[config.mk]
export PLATFORM = sky130hd
export DESIGN_NAME = matrix_stream_accumulator_flat
export DESIGN_NICKNAME = d
export VERILOG_FILES = /design/src/rtl/matrix_stream_accumulator_pkg.sv /design/src/rtl/matrix_stream_accumulator_if.sv /design/src/rtl/matrix_stream_accumulator_lane.sv /design/src/rtl/matrix_stream_accumulator.sv /design/src/flat_wrapper.sv
export SDC_FILE = /design/constraint.sdc
export NUM_CORES = 1
export LEC_CHECK = 0
export CAP_MARGIN = 20
export CORE_ASPECT_RATIO = 0.7
export CORE_MARGIN = 1
export CORE_UTILIZATION = 34
export CTS_BUF_LIST = sky130_fd_sc_hd__clkbuf_4
export CTS_CLUSTER_DIAMETER = 60
export CTS_CLUSTER_SIZE = 25
export DETAILED_ROUTE_END_ITERATION = 7
export GPL_TIMING_DRIVEN = 0
export SLEW_MARGIN = 20
export SYNTH_ARGS = -nofsm -noshare
export SYNTH_HDL_FRONTEND = slang
export SYNTH_SLANG_ARGS = --single-unit
[constraint.sdc]
create_clock -name clk -period 2.8 [get_ports clk]
set_input_delay 0.28 -clock clk [delete_from_list [all_inputs] [get_ports clk]]
set_output_delay 0.28 -clock clk [all_outputs]
set_load 0.02 [all_outputs]
[src/rtl/matrix_stream_accumulator_pkg.sv]
// matrix_stream_accumulator_pkg: shared helpers for the tile stream accumulator
package matrix_stream_accumulator_pkg;

    function automatic int clamp_depth(input int d, input int max_d);
        return d == 0 ? 1 : (d > max_d ? max_d : d);
    endfunction

endpackage

[src/rtl/matrix_stream_accumulator_if.sv]
// matrix_stream_accumulator_if: config, input tile stream and output tile stream bundle
interface matrix_stream_accumulator_if #(
    parameter int N         = 4,
    parameter int IN_WIDTH  = 32,
    parameter int OUT_WIDTH = 34,
    parameter int DEPTH_W   = 3
);
    logic [DEPTH_W-1:0]             cfg_depth;
    logic                           clear;
    logic [N-1:0][IN_WIDTH-1:0]     in_data;
    logic                           in_valid;
    logic                           in_ready;
    logic [N-1:0][OUT_WIDTH-1:0]    out_data;
    logic                           out_valid;
    logic                           out_ready;

    modport master (
        output cfg_depth, clear, in_data, in_valid, out_ready,
        input  in_ready, out_data, out_valid
    );

    modport slave (
        input  cfg_depth, clear, in_data, in_valid, out_ready,
        output in_ready, out_data, out_valid
    );
endinterface

[src/rtl/matrix_stream_accumulator_lane.sv]
// matrix_accumulator_lane: one tile element, running sum plus held output value
module matrix_accumulator_lane
    import matrix_stream_accumulator_pkg::*;
#(
    parameter int IN_WIDTH  = 32,
    parameter int OUT_WIDTH = 34,
    parameter bit SIGNED    = 0
) (
    input  logic                 clk,
    input  logic                 rst,
    input  logic                 acc_en,
    input  logic                 last,
    input  logic                 clear,
    input  logic                 out_load,
    input  logic [IN_WIDTH-1:0]  in_data,
    output logic [OUT_WIDTH-1:0] out_data
);
    logic [OUT_WIDTH-1:0] acc;
    logic [OUT_WIDTH-1:0] sum;

    // extra top bit carries the sign (or a zero) so the size cast extends correctly
    function automatic logic [OUT_WIDTH-1:0] ext(input logic [IN_WIDTH-1:0] d);
        logic signed [IN_WIDTH:0] t;
        t = {SIGNED && d[IN_WIDTH-1], d};
        return OUT_WIDTH'(t);
    endfunction

    assign sum = acc + ext(in_data);

    always_ff @(posedge clk) begin
        if (rst || clear || last)
            acc <= '0;
        else if (acc_en)
            acc <= sum;
    end

    always_ff @(posedge clk) begin
        if (rst)
            out_data <= '0;
        else if (out_load)
            out_data <= sum;
    end
endmodule

[src/rtl/matrix_stream_accumulator.sv]
// matrix_stream_accumulator: element-wise sum of groups of tiles with a one-tile output buffer
module matrix_stream_accumulator
    import matrix_stream_accumulator_pkg::*;
#(
    parameter int MAX_DEPTH = 4,
    parameter int IN_WIDTH  = 32,
    parameter int DIM0      = 2,
    parameter int DIM1      = 2,
    parameter bit SIGNED    = 0
) (
    input logic                          clk,
    input logic                          rst,
    matrix_stream_accumulator_if.slave   bus
);
    localparam int N         = DIM0 * DIM1;
    localparam int OUT_WIDTH = IN_WIDTH + $clog2(MAX_DEPTH);
    localparam int DEPTH_W   = $clog2(MAX_DEPTH + 1);

    logic [DEPTH_W-1:0] cnt;
    logic [DEPTH_W-1:0] depth;
    logic [DEPTH_W-1:0] cfg_eff;
    logic [DEPTH_W-1:0] cur_depth;
    logic               is_last;
    logic               accept;
    logic               out_valid;

    assign cfg_eff   = DEPTH_W'(clamp_depth(int'(bus.cfg_depth), MAX_DEPTH));
    assign cur_depth = cnt == '0 ? cfg_eff : depth;
    assign is_last   = cnt == cur_depth - DEPTH_W'(1);
    // only a closing beat needs the output buffer, so only it can be stalled
    assign bus.in_ready  = !rst && !bus.clear && !(is_last && out_valid && !bus.out_ready);
    assign accept        = bus.in_valid && bus.in_ready;
    assign bus.out_valid = out_valid;

    always_ff @(posedge clk) begin
        if (rst) begin
            cnt       <= '0;
            depth     <= DEPTH_W'(1);
            out_valid <= 1'b0;
        end else begin
            if (bus.clear)
                cnt <= '0;
            else if (accept)
                cnt <= is_last ? '0 : cnt + DEPTH_W'(1);
            if (accept && cnt == '0)
                depth <= cfg_eff;
            if (accept && is_last)
                out_valid <= 1'b1;
            else if (bus.out_ready)
                out_valid <= 1'b0;
        end
    end

    for (genvar k = 0; k < N; k++) begin : g_lane
        matrix_accumulator_lane #(
            .IN_WIDTH  (IN_WIDTH),
            .OUT_WIDTH (OUT_WIDTH),
            .SIGNED    (SIGNED)
        ) u_lane (
            .clk      (clk),
            .rst      (rst),
            .acc_en   (accept),
            .last     (accept && is_last),
            .clear    (bus.clear),
            .out_load (accept && is_last),
            .in_data  (bus.in_data[k]),
            .out_data (bus.out_data[k])
        );
    end
endmodule

[src/flat_wrapper.sv]
// flat-port wrapper written by rule: the top's interface ports become plain ports
module matrix_stream_accumulator_flat import matrix_stream_accumulator_pkg::*;
#(
    parameter int MAX_DEPTH = 4,
    parameter int IN_WIDTH  = 32,
    parameter int DIM0      = 2,
    parameter int DIM1      = 2,
    parameter bit SIGNED    = 0
)
  (clk, rst, bus_cfg_depth, bus_clear, bus_in_data, bus_in_valid, bus_out_ready, bus_in_ready, bus_out_data, bus_out_valid);
  matrix_stream_accumulator_if #(.N(4), .IN_WIDTH(IN_WIDTH), .OUT_WIDTH(34), .DEPTH_W(3)) bus_i ();
  input logic clk;
  input logic rst;
  input wire logic [$bits(bus_i.cfg_depth)-1:0] bus_cfg_depth;
  input wire logic [$bits(bus_i.clear)-1:0] bus_clear;
  input wire logic [$bits(bus_i.in_data)-1:0] bus_in_data;
  input wire logic [$bits(bus_i.in_valid)-1:0] bus_in_valid;
  input wire logic [$bits(bus_i.out_ready)-1:0] bus_out_ready;
  output wire logic [$bits(bus_i.in_ready)-1:0] bus_in_ready;
  output wire logic [$bits(bus_i.out_data)-1:0] bus_out_data;
  output wire logic [$bits(bus_i.out_valid)-1:0] bus_out_valid;
  assign bus_i.cfg_depth = bus_cfg_depth;
  assign bus_i.clear = bus_clear;
  assign bus_i.in_data = bus_in_data;
  assign bus_i.in_valid = bus_in_valid;
  assign bus_i.out_ready = bus_out_ready;
  assign bus_in_ready = bus_i.in_ready;
  assign bus_out_data = bus_i.out_data;
  assign bus_out_valid = bus_i.out_valid;
  matrix_stream_accumulator #(.MAX_DEPTH(MAX_DEPTH), .IN_WIDTH(IN_WIDTH), .DIM0(DIM0), .DIM1(DIM1), .SIGNED(SIGNED)) u_core (.clk(clk), .rst(rst), .bus(bus_i));
endmodule
# Word level (Yosys, flattened, before mapping)
# Cells that the tools add are included.
[word_totals]
out_inout_bits = 138
input_bits = 136
reg_bits = 279
[op_classes]
n_reduce_logical = 17
addsub = 6
muxes = 6
order_cmp = 1
eq_ne = 1
[op_table]
columns = ["op", "count"]
rows = [
  ["34-bit by 32-bit adder with 34-bit output", 4],
  ["3-bit 2-to-1 mux", 4],
  ["1-bit logical AND", 7],
  ["3-bit logical NOT", 2],
  ["1-bit logical NOT", 4],
  ["3-bit by 1-bit adder with 3-bit output (second input constant)", 1],
  ["3-bit equality test", 1],
  ["3-bit > comparator (second input constant)", 1],
  ["3-bit by 1-bit subtractor with 3-bit output (second input constant)", 1],
  ["1-bit logical OR", 2],
  ["1-bit 2-to-1 mux", 2],
  ["2-bit nonzero test", 1],
  ["2-bit OR reduction", 1],
]

# Logic depth before layout (Yosys ltp)
[depth]
word_depth = 13
ltp_mapped = 14
depth_no_buf = 13

# Modules after synthesis
# Synthesis repeated with hierarchy kept, for this count alone.
[unflattened]
cells_unflattened = 2182
hier_area_um2 = 18331.3
[by_module_without_submodules]
columns = ["mod", "area_each_um2", "n_inst", "cells_per_inst"]
rows = [
  ["matrix_accumulator_lane (u_core.g_lane[0].u_lane ...)", 4714.5, 2, 567],
  ["matrix_accumulator_lane (u_core.g_lane[2].u_lane ...)", 4179.0, 2, 494],
  ["matrix_stream_accumulator", 544.3, 1, 60],
]

# Worst setup path after synthesis
# OpenSTA, ideal clock, no wires.
[synth_timing]
path_kind = "flip-flop to flip-flop"
startpoint = "register u_core.g_lane[2].u_lane.acc[0]"
endpoint = "register u_core.g_lane[2].u_lane.acc[28]"
setup_ns = 0.131
required_time_ns = 2.669
stages_incl_launch_ff = 11
synth_period_minus_slack_ns = 2.889
t_arrival_ns = 2.758
n_path_buf = 0
path_slack_ns = -0.089
path_cell_list = "dfxtp_1 -> ha_1 -> fa_1 -> a211o_1 -> a2111o_1 -> o2111a_2 -> a2111o_1 -> a31oi_2 -> nor2b_1 -> xor2_1 -> o21ai_0"
[synth_via]
elab_chain_cells = 1
[synth_rtl]
columns = ["element", "line", "rtl"]
rows = [
  ["start: declaration", "matrix_stream_accumulator_lane.sv:18", "logic [OUT_WIDTH-1:0] acc;"],
  ["start signal: assignment", "matrix_stream_accumulator_lane.sv:34", "acc <= sum;"],
  ["34-bit by 32-bit adder with 34-bit output", "matrix_stream_accumulator_lane.sv:28", "assign sum = acc + ext(in_data);"],
]
# No other way between the ends.
# A chain may end at the register's enable or synchronous reset.

# Final worst setup path
[layout_timing]
startpoint = "register u_core.cnt[0]"
endpoint = "output port bus_in_ready"
[layout_via]
elab_chain_cells = 8
[layout_rtl]
columns = ["element", "line", "rtl"]
rows = [
  ["start: declaration", "matrix_stream_accumulator.sv:19", "logic [DEPTH_W-1:0] cnt;"],
  ["start signal: assignment", "matrix_stream_accumulator.sv:44", "cnt <= is_last ? '0 : cnt + DEPTH_W'(1);"],
  ["3-bit logical NOT", "matrix_stream_accumulator.sv:28", "assign cur_depth = cnt == '0 ? cfg_eff : depth;"],
  ["3-bit 2-to-1 mux", "matrix_stream_accumulator.sv:28", ""],
  ["3-bit by 1-bit subtractor with 3-bit output", "matrix_stream_accumulator.sv:29", "assign is_last = cnt == cur_depth - DEPTH_W'(1);"],
  ["3-bit equality test (*)", "matrix_stream_accumulator.sv:29", ""],
  ["1-bit logical AND (*) (2 in a row)", "matrix_stream_accumulator.sv:31", "assign bus.in_ready = !rst && !bus.clear && !(is_last && out_valid && !bus.out_ready);"],
  ["1-bit logical NOT (*)", "matrix_stream_accumulator.sv:31", ""],
  ["1-bit logical AND (*)", "matrix_stream_accumulator.sv:31", ""],
  ["end: declaration", "flat_wrapper.sv:19", "output wire logic [$bits(bus_i.in_ready)-1:0] bus_in_ready;"],
]
# Mark *: on every way between the ends. The rest lies on a longest branch, timed or not.

==> flow_metrics.py <==
metrics = {
    "sta": {
        "slew_headroom": 0.1735,
        "skew_ns": 0.05443,
        "post-route-min-period_ns": 3.360,
        "holdWs_ns": 0.1953,
        "min_period_over_period": 1.200,
        "hold_viol": 0,
        "max_freq_mhz": 297.6,
        "setup_ws_ns": -0.5603,
        "tightest_slew_ns": 1.240,
        "setup_viol": 278,
        "fin_tns_setup_ns": -100.26,
        "final_max_slew_viol_count": 0,
        "grt_setup_unrepaired": "yes",
    },
    "final_layout": {
        "mostFrequentLayoutCells": "clkdlybuf4s50_1 (272), dfxtp_1 (272), nand2_1 (212)",
        "fillers": 4228,
        "fin_cells": 3203,
        "stdcell_area_um2": 26420,
        "drive_gt1_frac": 0.3282,
        "layout.nets": 2830,
        "area_growth_pct": 60.51,
    },
    "floorplanning": {
        "dieHeight_um": 186.1,
        "core-area_um2": 47780,
        "rows": 67,
        "die_w_um": 265.0,
        "die_area_um2": 49310,
        "ios": 274,
        "start_util": 0.3444,
    },
    "power": {
        "p_clk_frac": 0.320,
        "power_frac_seq": 0.464,
        "p_int_mw": 5.862,
        "ir_worst_vdd_mv": 0.2713,
        "switchingPower_mw": 2.923,
        "fin_total_pwr_mw": 8.785,
        "p_per_area_nw_per_um2": 332.6,
        "switching_share": 0.3327,
        "p_comb_frac": 0.215,
        "power.leakage_nw": 10.39,
    },
    "worst_hold_path": {
        "min_path_type": "input pin to flop",
        "whs_path_depth": 4,
        "min_to": "u_core.g_lane[1].u_lane.acc[26]",
        "worstHoldStart": "bus_clear",
    },
    "worst_setup_path": {
        "reg2reg_slack_ns": -0.52,
        "critPathMaxFanout": 4,
        "endpoint_kind": "primary output",
        "startpoint_type": "flop",
        "crit_type": "flop to primary output",
        "crit_arrival_ns": 3.08,
        "required_ns": 2.52,
        "worstReg2RegEnd": "u_core.g_lane[3].u_lane.acc[33]",
        "r2r_start": "u_core.cnt[0]",
        "r2r_cells": 15,
    },
    "detailed_routing": {
        "routed_wl_um": 69970,
        "antenna_left": 0,
        "drt_iter0_drc": 1096,
        "dr.pass1.iters": 7,
        "wl_met2_um": 31340,
        "wl_met1_um": 32140,
        "wl_met3_um": 4362,
        "drc_errors": 0,
        "wl_per_cell_um": 21.84,
        "viasPerCell": 5.563,
        "highest_layer": "met4",
        "vias": 17820,
    },
    "clock_tree": {
        "htreeDepth": 1,
        "clk_pin_slew_ns": 0.17,
        "cts_made_buffers": 29,
        "insertion_delay_ns": 0.84,
        "root_buffer": "clkbuf_4",
        "cts_num_sinks": 279,
        "tritoncts": "yes",
        "clockBufferDepth": 3,
    },
    "yosys": {
        "synth_cells": 2122,
        "ys_ff_latch": 279,
        "ys_seq_area_frac": 0.3394,
        "yosys_warnings": 0,
        "syn_area_um2": 16460,
        "syn_nets": 2393,
        "async_flop_share": 0,
        "ys_types": 82,
        "synth_area_per_cell_um2": 7.756,
        "synth-edff-count": 0,
        "synth_top_flop_cell": "dfxtp_1",
    },
    "placed_design": {
        "port_buffers": 273,
        "dpl.hpwl_um": 45870,
        "dpl-instance-area_um2": 20010,
        "place.gp.congestion": 0.8877,
        "post-place-cells": 3016,
    },
    "grt": {
        "antenna_found_initial": 1,
        "grt-ovfl-total": 0,
        "grt_pass1_vias": 16950,
        "grt_max_degree": 18,
        "grt_usage": 0.2620,
        "grt_pass1_wl_um": 98880,
    },
    "run_status": {
        "outcome": "complete, but fails checks",
        "violations": "negative setup slack",
    },
    "run": {
        "maxCapViolations": 0,
    },
}
-- how the worst max path moves through the flow --
stage / depth (start not counted) / startpoint / endpoint
2_1_floorplan: 11 / u_core.g_lane[2].u_lane.acc[0] / u_core.g_lane[2].u_lane.out_data[30]
3_3_place_gp: 12 / bus_cfg_depth[1] / u_core.g_lane[0].u_lane.acc[29]
4_1_cts: 10 / u_core.cnt[0] / bus_in_ready
6_report: 10 / u_core.cnt[0] / bus_in_ready
3_5_place_dp: 11 / bus_cfg_depth[1] / u_core.g_lane[0].u_lane.acc[7]
5_1_grt: 10 / u_core.cnt[0] / bus_in_ready
-- Yosys cell counts, types with 7 or more instances --
| master | count | area [µm²] |
|---|---|---|
| nand3_1 | 56 | 280.3 |
| ha_1 | 131 | 1639 |
| o211ai_1 | 20 | 150.1 |
| a31oi_1 | 21 | 131.4 |
| xor2_1 | 44 | 385.4 |
| nand2_1 | 436 | 1637 |
| inv_1 | 40 | 150.1 |
| clkbuf_1 | 79 | 296.5 |
| buf_1 | 7 | 26.28 |
| nand2b_1 | 7 | 43.79 |
| o21ai_1 | 10 | 50.05 |
| or3_1 | 13 | 81.33 |
| dfxtp_1 | 279 | 5585 |
| a211oi_1 | 38 | 285.3 |
| mux2i_1 | 7 | 70.07 |
| nand4_1 | 12 | 75.07 |
| nor2b_1 | 18 | 112.6 |
| o31ai_1 | 8 | 60.06 |
| xnor2_1 | 69 | 604.3 |
| and3_1 | 19 | 118.9 |
| a31o_2 | 9 | 78.83 |
| buf_2 | 30 | 150.1 |
| a211o_1 | 9 | 78.83 |
| o21bai_1 | 19 | 142.6 |
| o21ai_0 | 95 | 475.5 |
| a21oi_1 | 292 | 1461 |
| nor3_1 | 35 | 175.2 |
| a21o_1 | 62 | 465.5 |
| nor2_1 | 132 | 495.5 |
| o21a_1 | 18 | 135.1 |
-- per-stage QoR --
step           utilization  setup WS (ns)
6_report            0.5528        -0.5603
5_1_grt             0.5528        -0.6765
4_1_cts             0.5000        -0.6236
3_5_place_dp        0.4188         -1.469
3_3_place_gp        0.4187         -1.415
2_1_floorplan            -       -0.01069
-- power by group through the flow --
stage,clock network (mW),registers [mW],logic [mW]
after floorplan,0,4.17,0.769
after global placement,0,4.15,1.35
after detailed placement,0,4.15,1.36
after CTS,2.87,4.07,1.65
after global routing,3.02,4.09,2.01
final,2.81,4.08,1.89
-- logic make-up (layout without fill, tap and decap cells) --
family,after synthesis,count (layout),synth area share
AO/OA/AOI/OAI,675,675,0.2573
other,0,1,0
flip-flops,279,279,0.3394
buffers and inverters,157,616,0.03809
multiplexers,8,8,0.004942
XOR/XNOR,113,113,0.06013
adder cells (fa/ha/maj),135,135,0.1045
AND/OR/NAND/NOR,755,755,0.1958
-- flip-flops by register name (all words and copies together) (netlist names) --
register / cells
u_core.g_lane.u_lane.acc: 136
u_core.depth: 3
u_core.bus.out_valid: 1
u_core.g_lane.u_lane.out_data: 136
u_core.cnt: 3
-- critical path, stage by stage, from the launching register on --
cell and delay, ns:
dfxtp_4 0.39, inv_4 0.05, ha_4 0.12, nor2b_4 0.18
nor3b_4 0.23, nor2_1 0.07, ha_1 0.32, xor2_2 0.17
nand4b_1 0.23, o31a_1 0.36, buf_6 0.15
-- cell type report --
cell class              count  area, µm²  share of cell area
inverters                  41      156.4            0.005921
diodes                      1      2.502          0.00009473
plain buffers             104       1205             0.04561
flip-flops and latches    279       5602              0.2120
multi-input cells        1686      13160              0.4983
repair buffers            418       4970              0.1881
clock buffers              30      225.2            0.008526
well taps                 621      777.0             0.02941
clock inverters            23      315.3             0.01194
-- timing repair --
action / CTS / global route
hold buffers: 0 / 0
pin swaps: 312 / 192
setup buffers: 58 / 55
setup endpoints to repair: 280 / 280
cloned: 27 / 16
resized for setup: 616 / 494
-- metal layers --
metal  GRT usage  up-vias
li1            -     8470
met1      0.3634     8634
met2      0.4248      595
met3     0.03334      118
met4     0.07514        0
met5           0        -
(Power assumes the default switching activity.)
